$ cat config.mk
export PLATFORM = sky130hd
export DESIGN_NAME = mem_access_unit_flat
export DESIGN_NICKNAME = d
export VERILOG_FILES = /design/src/rtl/mem_access_unit_if.sv /design/src/rtl/mem_access_unit.sv /design/src/flat_wrapper.sv
export SDC_FILE = /design/constraint.sdc
export NUM_CORES = 1
export LEC_CHECK = 0
export BUFFER_PORTS_ARGS = -buffer_cell sky130_fd_sc_hd__buf_2
export CORE_ASPECT_RATIO = 2
export CORE_MARGIN = 1.5
export CORE_UTILIZATION = 40
export CTS_CLUSTER_DIAMETER = 80
export CTS_CLUSTER_SIZE = 28
export DETAILED_ROUTE_END_ITERATION = 7
export PLACE_DENSITY_LB_ADDON = 0.25
export SYNTH_ARGS = -nofsm -noshare
export SYNTH_HDL_FRONTEND = slang
export SYNTH_SLANG_ARGS = --single-unit
$ cat constraint.sdc
create_clock -name clk -period 5.7 [get_ports clk]
set_input_delay 1.14 -clock clk [delete_from_list [all_inputs] [get_ports clk]]
set_output_delay 1.14 -clock clk [all_outputs]
set_load 0.005 [all_outputs]
$ cat src/rtl/mem_access_unit_if.sv
// Memory-side bus of the load/store sequencer: a request/acknowledge
// handshake with a variable-latency data memory.
interface mem_access_unit_if #(parameter int AW = 32);
    logic          mem_req;
    logic          mem_we;
    logic [3:0]    mem_be;
    logic [AW-1:0] mem_addr;
    logic [31:0]   mem_wdata;
    logic [31:0]   mem_rdata;
    logic          mem_ack;

    // Sequencer side: drives the request, receives data and ack.
    modport master (
        output mem_req, mem_we, mem_be, mem_addr, mem_wdata,
        input  mem_rdata, mem_ack
    );

    // Memory side.
    modport slave (
        input  mem_req, mem_we, mem_be, mem_addr, mem_wdata,
        output mem_rdata, mem_ack
    );
endinterface

$ cat src/rtl/mem_access_unit.sv
// mem_access_unit: load/store sequencer between the ALU and data memory.
// IDLE -> REQ (hold mem_req until mem_ack) -> RESP (done pulse) -> IDLE.
// Illegal requests skip memory: IDLE -> RESP with addr_err.
// Optional macro MEM_ACCESS_ALIGN_CHECK_EN: misaligned half/word accesses
// become errors; without it the low offset bits are truncated.
module mem_access_unit #(
    parameter int AW = 32
) (
    input  logic              clk,
    input  logic              rst,
    input  logic              ls_valid,
    input  logic [3:0]        ls_op,
    input  logic [AW-1:0]     ls_addr,
    input  logic [31:0]       ls_wdata,
    output logic              busy,
    output logic              done,
    output logic [31:0]       rdata,
    output logic              addr_err,
    mem_access_unit_if.master bus
);
    localparam logic [1:0] IDLE = 2'd0;
    localparam logic [1:0] REQ  = 2'd1;
    localparam logic [1:0] RESP = 2'd2;

    // Only what the load extraction needs survives past acceptance.
    typedef struct packed {
        logic       uns;
        logic [1:0] size;
        logic [1:0] lane;
    } req_t;

    logic [1:0]  state;
    req_t        req_q;
    logic        err_q;

    logic [1:0]  lane_n;
    logic [3:0]  be_n;
    logic [31:0] wd_n;
    logic        err_n;
    logic [31:0] shifted;
    logic [31:0] ld_ext;

    assign busy     = (state != IDLE);
    assign done     = (state == RESP);
    assign addr_err = done & err_q;

    // Decode the incoming request: effective lane, byte enables, lane-replicated data, legality.
    always_comb begin
        lane_n = ls_addr[1:0];
        be_n   = 4'b0000;
        wd_n   = ls_wdata;
        err_n  = 1'b0;
        case (ls_op[1:0])
            2'b00: begin
                lane_n = ls_addr[1:0];
                be_n   = 4'b0001 << lane_n;
                wd_n   = {4{ls_wdata[7:0]}};
            end
            2'b01: begin
                lane_n = {ls_addr[1], 1'b0};
                be_n   = 4'b0011 << lane_n;
                wd_n   = {2{ls_wdata[15:0]}};
            end
            2'b10: begin
                lane_n = 2'b00;
                be_n   = 4'b1111;
            end
            default: err_n = 1'b1;
        endcase
`ifdef MEM_ACCESS_ALIGN_CHECK_EN
        if (ls_op[1:0] == 2'b01 && ls_addr[0])
            err_n = 1'b1;
        if (ls_op[1:0] == 2'b10 && ls_addr[1:0] != 2'b00)
            err_n = 1'b1;
`endif
    end

    // Pick the addressed lane(s) out of the returned word and extend.
    always_comb begin
        shifted = bus.mem_rdata >> {req_q.lane, 3'b000};
        case (req_q.size)
            2'b00:   ld_ext = req_q.uns ? {24'b0, shifted[7:0]}
                                        : {{24{shifted[7]}}, shifted[7:0]};
            2'b01:   ld_ext = req_q.uns ? {16'b0, shifted[15:0]}
                                        : {{16{shifted[15]}}, shifted[15:0]};
            default: ld_ext = bus.mem_rdata;
        endcase
    end

    // Sequencer FSM with registered memory-side outputs.
    always_ff @(posedge clk) begin
        if (rst) begin
            state         <= IDLE;
            req_q         <= '0;
            err_q         <= 1'b0;
            rdata         <= '0;
            bus.mem_req   <= 1'b0;
            bus.mem_we    <= 1'b0;
            bus.mem_be    <= 4'b0000;
            bus.mem_addr  <= '0;
            bus.mem_wdata <= '0;
        end else begin
            case (state)
                IDLE: begin
                    if (ls_valid) begin
                        req_q <= '{uns: ls_op[2], size: ls_op[1:0], lane: lane_n};
                        if (err_n) begin
                            err_q <= 1'b1;
                            state <= RESP;
                        end else begin
                            bus.mem_req   <= 1'b1;
                            bus.mem_we    <= ls_op[3];
                            bus.mem_be    <= be_n;
                            bus.mem_addr  <= {ls_addr[AW-1:2], 2'b00};
                            bus.mem_wdata <= wd_n;
                            state         <= REQ;
                        end
                    end
                end
                REQ: begin
                    if (bus.mem_ack) begin
                        if (!bus.mem_we)
                            rdata <= ld_ext;
                        bus.mem_req <= 1'b0;
                        bus.mem_we  <= 1'b0;
                        bus.mem_be  <= 4'b0000;
                        state       <= RESP;
                    end
                end
                RESP: begin
                    err_q <= 1'b0;
                    state <= IDLE;
                end
                default: state <= IDLE;
            endcase
        end
    end
endmodule

$ cat src/flat_wrapper.sv
// flat-port wrapper written by rule: the top's interface ports become plain ports
module mem_access_unit_flat 
#(
    parameter int AW = 32
)
  (clk, rst, ls_valid, ls_op, ls_addr, ls_wdata, busy, done, rdata, addr_err, bus_mem_req, bus_mem_we, bus_mem_be, bus_mem_addr, bus_mem_wdata, bus_mem_rdata, bus_mem_ack);
  mem_access_unit_if #(.AW(AW)) bus_i ();
  input  logic clk;
  input  logic rst;
  input  logic ls_valid;
  input  logic [3:0] ls_op;
  input  logic [AW-1:0] ls_addr;
  input  logic [31:0] ls_wdata;
  output logic busy;
  output logic done;
  output logic [31:0] rdata;
  output logic addr_err;
  output wire logic [$bits(bus_i.mem_req)-1:0] bus_mem_req;
  output wire logic [$bits(bus_i.mem_we)-1:0] bus_mem_we;
  output wire logic [$bits(bus_i.mem_be)-1:0] bus_mem_be;
  output wire logic [$bits(bus_i.mem_addr)-1:0] bus_mem_addr;
  output wire logic [$bits(bus_i.mem_wdata)-1:0] bus_mem_wdata;
  input wire logic [$bits(bus_i.mem_rdata)-1:0] bus_mem_rdata;
  input wire logic [$bits(bus_i.mem_ack)-1:0] bus_mem_ack;
  assign bus_mem_req = bus_i.mem_req;
  assign bus_mem_we = bus_i.mem_we;
  assign bus_mem_be = bus_i.mem_be;
  assign bus_mem_addr = bus_i.mem_addr;
  assign bus_mem_wdata = bus_i.mem_wdata;
  assign bus_i.mem_rdata = bus_mem_rdata;
  assign bus_i.mem_ack = bus_mem_ack;
  mem_access_unit #(.AW(AW)) u_core (.clk(clk), .rst(rst), .ls_valid(ls_valid), .ls_op(ls_op), .ls_addr(ls_addr), .ls_wdata(ls_wdata), .busy(busy), .done(done), .rdata(rdata), .addr_err(addr_err), .bus(bus_i));
endmodule
After elaboration in Yosys (flattened, before gate mapping) --
Index checks and enable logic that the tools add are counted.
Storage, ports and cells: bits in registers 108, logic and storage cells 62
Operators by class: reductions and logical operators 13, bitwise gates (word level) 2, equal/unequal tests 9, mux-type cells 24, shift-type cells 3
Operator list (number):
- $pmux W32 S2 | 2
- $mux W32 | 2
- $shr A32 B5 Y16 | 1
- $mux W4 | 3
- $pmux W4 S3 | 1
- $reduce_and A3 Y1 | 3
- $ne A2 B2 Y1 const B | 4
- $pmux W2 S2 | 2
- $pmux W4 S2 | 1
- $mux W1 | 7
- $eq A2 B1 Y1 const B | 3
- $logic_not A2 Y1 | 3
- $mux W2 | 3
- $pmux W1 S2 | 3
- $reduce_bool A2 Y1 | 3
- $eq A2 B2 Y1 const B | 2
- $reduce_and A2 Y1 | 2
- $reduce_and A4 Y1 | 1
- $shl A1 B2 Y4 const A | 1
- $shl A2 B2 Y4 const A | 1
- $reduce_or A3 Y1 | 1
- $and A1 B1 Y1 | 1
- $not A1 Y1 | 1

Depth between registers and ports, before layout --
Gate-level depths: netlist (run 1).
depth in word-level cells 5, depth in mapped cells 7, gate-level depth less buffers 6

Least setup slack after synthesis (run 1) --
No wires, ideal clock.
path type input -> register, from in ls_op[1], to reg u_core.bus.mem_wdata[31], path slack 2970 ps, setup time 130 ps, cell stages on the path 7, arrival 2600 ps, path through clkbuf_1 > inv_1 > ha_1 > clkbuf_1 > a22o_1 > a211oi_1 > nor3_2
On the way: cells in the longest elaborated chain, start to end 3, elaborated cells between the ends (all ways) 6
Ends and longest elaborated chain:
- start: declaration | line flat_wrapper.sv:11 | input logic [3:0] ls_op;
- $eq A2 B1 Y1 (tied with other cells) | line mem_access_unit.sv:53 | case (ls_op[1:0])
- $reduce_or A3 Y1 (no line)
- $reduce_and A3 Y1 (no line)
- end signal: assignment | line mem_access_unit.sv:115 | bus.mem_wdata <= wd_n;
- end: declaration | line mem_access_unit_if.sv:14 | output mem_req, mem_we, mem_be, mem_addr, mem_wdata,
Parallel ways exist; a longest one is shown, timed or not. A chain may end at the register's enable or synchronous reset.

Final worst setup path (run 1) --
from in bus_mem_ack, to reg u_core.rdata[15]
On the way: cells in the longest elaborated chain, start to end 1
Ends and longest elaborated chain:
- start: declaration | line flat_wrapper.sv:24 | input wire logic [$bits(bus_i.mem_ack)-1:0] bus_mem_ack;
- $reduce_and A3 Y1 (no line)
- end signal: assignment | line mem_access_unit.sv:123 | rdata <= ld_ext;
- end: declaration | line mem_access_unit.sv:17 | output logic [31:0] rdata,
Every way passes these cells.

==> results of run 1 <==
-- stage by stage --
stage	total power (W)	setup slack, ns	std cells	area (sq um)
3_3_place_gp	0.00116	2.67	885	5820
4_1_cts	0.00177	2.96	900	6110
5_1_grt	0.00184	2.78	900	6110
6_report	0.00175	2.94	900	6110
2_1_floorplan	0.00104	2.97	585	4860
3_5_place_dp	0.00117	2.60	885	5820
-- layer usage --
metal	vias to the layer above	part of all wire	track usage
met4	0	0.035	0.118
met1	2261	0.35	0.224
li1	2380	-	-
met5	-	0	0
met3	32	0.055	0.0460
met2	183	0.56	0.436
-- critical path, stage by stage --
cell and delay [ns]:
buf_2 0.11, nand4bb_1 0.83, a21o_1 0.56, a211oi_1 0.22, nor3_1 0.07
-- sequential cells by signal (all words and copies together), names as in the netlist --
name and count:
u_core.bus.mem_req 1, u_core.bus.mem_addr 30, u_core.req_q 5, u_core.bus.mem_we 1, u_core.err_q 1, u_core.bus.mem_be 4, u_core.state 2, u_core.rdata 32
u_core.bus.mem_wdata 32
-- layout make-up --
cell class / count / share of cell area
timing repair buffer: 208 / 0.172
clock buffer: 9 / 0.0369
inverter: 6 / 0.00369
multi-input combinational: 418 / 0.395
sequential: 108 / 0.354
tap: 145 / 0.0297
clock inverter: 6 / 0.00922
-- path summary, 6_finish.rpt --
| path | to | depth (start not counted) | from | slack, ns |
|---|---|---|---|---|
| worst max-delay path | u_core.rdata[15]$_SDFFE_PP0P_ | 5 | bus_mem_ack | 2.94 |
| worst min-delay path | u_core.bus.mem_addr[16]$_SDFFE_PP0P_ | 2 | u_core.bus.mem_addr[16]$_SDFFE_PP0P_ | 0.45 |
| worst max register to register | u_core.rdata[21]$_SDFFE_PP0P_ | 4 | u_core.req_q[0]$_SDFFE_PP0P_ | 3.02 |
| worst min register to register | u_core.bus.mem_addr[16]$_SDFFE_PP0P_ | 2 | u_core.bus.mem_addr[16]$_SDFFE_PP0P_ | 0.45 |
-- logic make-up (layout without fill, tap and decap cells) --
kind of cell,Yosys count,in the layout,share of synthesized area
AND/OR/NAND/NOR,208,208,0.187
AO/OA/AOI/OAI,179,179,0.237
flip-flops,108,108,0.445
buffers and inverters,59,229,0.0633
multiplexers,25,25,0.0559
adder cells (fa/ha/maj),4,4,0.0103
other,1,2,0.000772
-- synthesized netlist by cell type (2+ instances only) --
library cell	instances	area share
or3b_2	2	0.0036
ha_1	4	0.010
nor3_1	17	0.018
a211oi_1	44	0.068
a2bb2oi_1	7	0.013
mux2_2	7	0.016
buf_1	3	0.0023
a221o_1	7	0.014
inv_1	6	0.0046
nand2_1	110	0.085
nor2_1	54	0.042
mux2i_1	17	0.035
nand3_1	2	0.0021
o221ai_1	7	0.013
a22o_1	8	0.014
a21o_1	2	0.0031
clkbuf_1	28	0.022
buf_4	7	0.011
nand2b_1	8	0.010
buf_6	5	0.012
a21oi_1	94	0.097
buf_2	9	0.0093
nor2b_1	4	0.0051
dfxtp_1	108	0.45
nand3b_1	3	0.0046
o21ai_0	4	0.0041
-- power breakdown --
| part | total (W) | internal, W | switching (W) | leakage [nW] |
|---|---|---|---|---|
| Combinational | 0.000309 | 0.000134 | 0.000175 | 1.73 |
| Clock | 0.000603 | 0.000305 | 0.000298 | 0.136 |
| Sequential | 0.000839 | 0.000805 | 0.0000338 | 0.884 |
| Total | 0.00175 | 0.00124 | 0.000507 | 2.75 |
==> impl_metrics.csv, run 1 <==
group,metric,value,unit
finish,nets,859,
logic_synthesis,syn_area,0.00486,sq mm
finish,nFillCells,1160,
sta,drv_slew,0,
critical_path,path_class,"in -> reg",
die,fp.dieW,80.9,um
critical_path,required,5.88,ns
finish,drive_above_1_share,0.321,
route,via_per_inst,5.40,
die,die_area,0.0129,sq mm
logic_synthesis,ys.flop_type,"dfxtp_1",
global_routing,grt_pass1_vias,4883,
logic_synthesis,seq_area_frac_synth,0.445,
cts,cts.clk_slew.worst_paths,0.07,ns
finish,final_core_util,0.519,
global_routing,grt_usage,0.231,
global_routing,overflow,0,
pwr,p_leak,2.75,nW
global_routing,grt_first_pass_wirelength,23.3,mm
pwr,p_per_area,287,mW/mm^2
place,dp_hpwl,10.9,mm
finish,area_delta_synth_final,25.7,%
die,die_h,159,um
route,wl_per_cell,16.2,um
sta,period_share,0.484,
route,drtIter0Drc,245,
sta,tightest_slew,1.18,ns
die,ios,209,
critical_path,cp-start-kind,"primary input",
pwr,vdd_drop_max,0.184,mV
run_status,status,"finished clean",
cts,h-tree-depth,3,
finish,layout_common_cells,"buf_2, nand2_1, dfxtp_1",
die,rows,56,
logic_synthesis,ys_async_sr_fraction,0,
sta,rsz0062_at_grt,"false",
hold_path,min_path_type,"reg -> reg",
die,core,0.0118,sq mm
sta,setup-tns-final,0,ns
route,via_count,4856,
critical_path,critPathCaptureType,"flip-flop",
cts,cts_setup_buffers,0,
cts,ctsHoldBuffers,0,
sta,skew,0.00567,ns
logic_synthesis,synth_edf_count,0,
die,initial_core_util,0.413,
finish,multi_input_area,0.00241,sq mm
logic_synthesis,ys_types,43,
route,drc,0,
sta,worst_hold_slack,0.452,ns
sta,hold_violations,0,
logic_synthesis,netlist_instances,584,
critical_path,worst-path-max-fanout,24,
finish,mostFrequentLayoutCell,"buf_2",
cts,cts.sinks,108,
place,place_congestion,0.911,
finish,diodes,0,
cts,numCtsBuffers,9,
logic_synthesis,synth.avg_cell_area,8.32,sq um
place,port_buffers,206,
route,drt_wl_total,14.6,mm
run,timing.max_cap.violations,0,
critical_path,worstPathArrival,2.94,ns
global_routing,antenna_found_initial,0,
route,ant_nets,0,
logic_synthesis,yosysWarnings,0,
global_routing,grt_start_max_net_pins,109,
finish,register_area,0.00216,sq mm
cts,cts-resized-gates,0,
cts,clkLatencyLatePin,0.35,ns
logic_synthesis,synth_seq_cells,108,
sta,fmax,362,MHz
sta,fin_crit,2.76,ns
cts,cts_tree,"done",
route,drt_first_pass_iters,5,
sta,max_slew_margin,0.206,
cts,clock_tree.buffer_depth,2,
sta,finalSetupViolCount,0,
cts,root_buffer,"clkbuf_16",
Note: power is estimated with default switching activity, not from simulation.
==> run 2: changes to the inputs <==
clock period = 2.75 ns   (was 5.7 ns; I/O delays follow)
==> impl_metrics.csv, run 2 (synthesized netlist as in run 1, its figures left out) <==
group,metric,value,unit
critical_path,cp.buffers_inverters,1,
pwr,p_int,0.00260,W
global_routing,grt_start_max_net_pins,57,
critical_path,path_class,"reg -> reg",
critical_path,crit_path_start,"u_core.req_q[0]$_SDFFE_PP0P_",
place,port_buffers,206,
cts,h-tree-depth,3,
global_routing,grt_usage,0.229,
cts,clock_tree.buffer_depth,2,
route,via_per_inst,5.49,
die,core,0.0118,sq mm
critical_path,worst-path-max-fanout,16,
die,die_h,159,um
route,drt_first_pass_iters,4,
critical_path,crit_slowest_cell,"dfxtp_1",
global_routing,grt_pass1_vias,4821,
sta,period_share,0.787,
cts,numCtsBuffers,9,
global_routing,antenna_found_initial,0,
critical_path,r2r_end,"u_core.rdata[6]$_SDFFE_PP0P_",
sta,drv_slew,0,
place,dp_hpwl,11.2,mm
sta,finalSetupViolCount,0,
run_status,status,"finished clean",
cts,clkLatencyLatePin,0.34,ns
pwr,seqPwrFrac,0.477,
pwr,vdd_drop_max,0.380,mV
critical_path,r2r_cells,4,
pwr,comb_power_share,0.184,
cts,cts.sinks,108,
finish,diodes,0,
global_routing,grt_first_pass_wirelength,23.2,mm
finish,largest_registers,"u_core.bus.mem_wdata x32, u_core.rdata x32, u_core.bus.mem_addr x30",
finish,final_core_util,0.529,
critical_path,crit_end,"u_core.rdata[6]$_SDFFE_PP0P_",
die,rows,56,
pwr,clkPwrFrac,0.339,
sta,tightest_slew,0.788,ns
sta,fin_crit,2.16,ns
cts,cts-resized-gates,0,
critical_path,critPathMaxStageDelay,0.84,ns
pwr,p_leak,2.82,nW
finish,nFillCells,1142,
cts,cts_tree,"done",
sta,max_slew_margin,0.474,
finish,area_delta_synth_final,28.3,%
critical_path,r2r_slack,0.59,ns
pwr,p_per_area,585,mW/mm^2
critical_path,critPathMostFrequentCell,"a21oi_1",
route,wl_per_cell,16.3,um
die,initial_core_util,0.413,
critical_path,r2r-start,"u_core.req_q[0]$_SDFFE_PP0P_",
finish,drive_above_1_share,0.329,
route,drt_wl_total,14.8,mm
global_routing,overflow,0,
place,place_congestion,0.896,
critical_path,worstPathArrival,2.43,ns
pwr,switching_share,0.288,
cts,root_buffer,"clkbuf_16",
finish,final_cell_area,0.00623,sq mm
route,ant_nets,0,
die,fp.dieW,80.9,um
sta,setup-tns-final,0,ns
critical_path,crit_family,"compound AO/OA/AOI/OAI gates",
die,ios,209,
sta,final.setup.worst_slack,0.586,ns
run,timing.max_cap.violations,0,
route,via_count,4994,
sta,skew,0.00871,ns
critical_path,required,3.02,ns
place,placed_area,0.00595,sq mm
die,die_area,0.0129,sq mm
finish,layout_common_cells,"buf_2, nand2_1, dfxtp_1",
critical_path,crit_cells,4,
critical_path,path_cells,"inv_1 -> a21oi_1 -> o221ai_1 -> a21oi_1",
finish,mostFrequentLayoutCell,"buf_2",
sta,rsz0062_at_grt,"false",
critical_path,critPathCaptureType,"flip-flop",
hold_path,min_path_type,"in -> reg",
cts,cts.clk_slew.worst_paths,0.08,ns
sta,hold_violations,0,
cts,ctsHoldBuffers,0,
finish,nets,869,
cts,cts_setup_buffers,0,
route,drc,0,
place,place_ws,0.540,ns
sta,fmax,462,MHz
route,drtIter0Drc,177,
critical_path,cp-start-kind,"flip-flop",
pwr,switchingPower,0.00105,W
[run 2: power by group through the flow]
stage | Clock, W | Sequential, W | Combinational (W)
floorplan | 0 | 0.00177 | 0.000391
global placement | 0 | 0.00177 | 0.000656
detailed placement | 0 | 0.00178 | 0.000670
CTS | 0.00128 | 0.00174 | 0.000672
global route | 0.00134 | 0.00175 | 0.000743
finish | 0.00124 | 0.00174 | 0.000670
[run 2: final cells by class]
| cell class | count | area [sq um] | area share |
|---|---|---|---|
| well taps | 145 | 181 | 0.0291 |
| flip-flops and latches | 108 | 2160 | 0.347 |
| clock buffers | 9 | 225 | 0.0361 |
| inverters | 6 | 22.5 | 0.00361 |
| multi-input cells | 418 | 2410 | 0.387 |
| clock inverters | 6 | 57.6 | 0.00924 |
| repair buffers | 218 | 1170 | 0.188 |
[run 2: routing by layer]
layer | vias up | share of wire | global-route usage
met5 | - | 0 | 0
met4 | 0 | 0.041 | 0.112
met3 | 38 | 0.061 | 0.0494
met2 | 228 | 0.54 | 0.423
met1 | 2327 | 0.36 | 0.231
li1 | 2401 | - | -
[run 2: worst reg2reg max path, cell delays in order, from the launching register on]
cell	delay [ns]
dfxtp_1	0.84
inv_1	0.19
a21oi_1	0.66
o221ai_1	0.24
a21oi_1	0.17
[run 2: per-stage QoR]
stage / cells / power, W / hold slack [ns]
final: 910 / 0.00365 / 0.438
after global routing: 910 / 0.00384 / 0.426
after global placement: 895 / 0.00243 / 0.440
after CTS: 910 / 0.00369 / 0.422
after detailed placement: 895 / 0.00245 / 0.444
after floorplan: 585 / 0.00216 / 0.448
[run 2: worst min path at each step]
stage	start	endpoint	slack, ns	cells after the start
CTS	ls_addr[30]	u_core.bus.mem_addr[30]$_SDFFE_PP0P_	0.42	3
global route	ls_addr[23]	u_core.bus.mem_addr[23]$_SDFFE_PP0P_	0.43	3
global placement	u_core.rdata[2]$_SDFFE_PP0P_	u_core.rdata[2]$_SDFFE_PP0P_	0.44	2
floorplan	u_core.bus.mem_be[0]$_SDFFE_PP0P_	u_core.bus.mem_be[0]$_SDFFE_PP0P_	0.45	2
finish	ls_addr[30]	u_core.bus.mem_addr[30]$_SDFFE_PP0P_	0.44	3
detailed placement	u_core.rdata[5]$_SDFFE_PP0P_	u_core.rdata[5]$_SDFFE_PP0P_	0.44	2
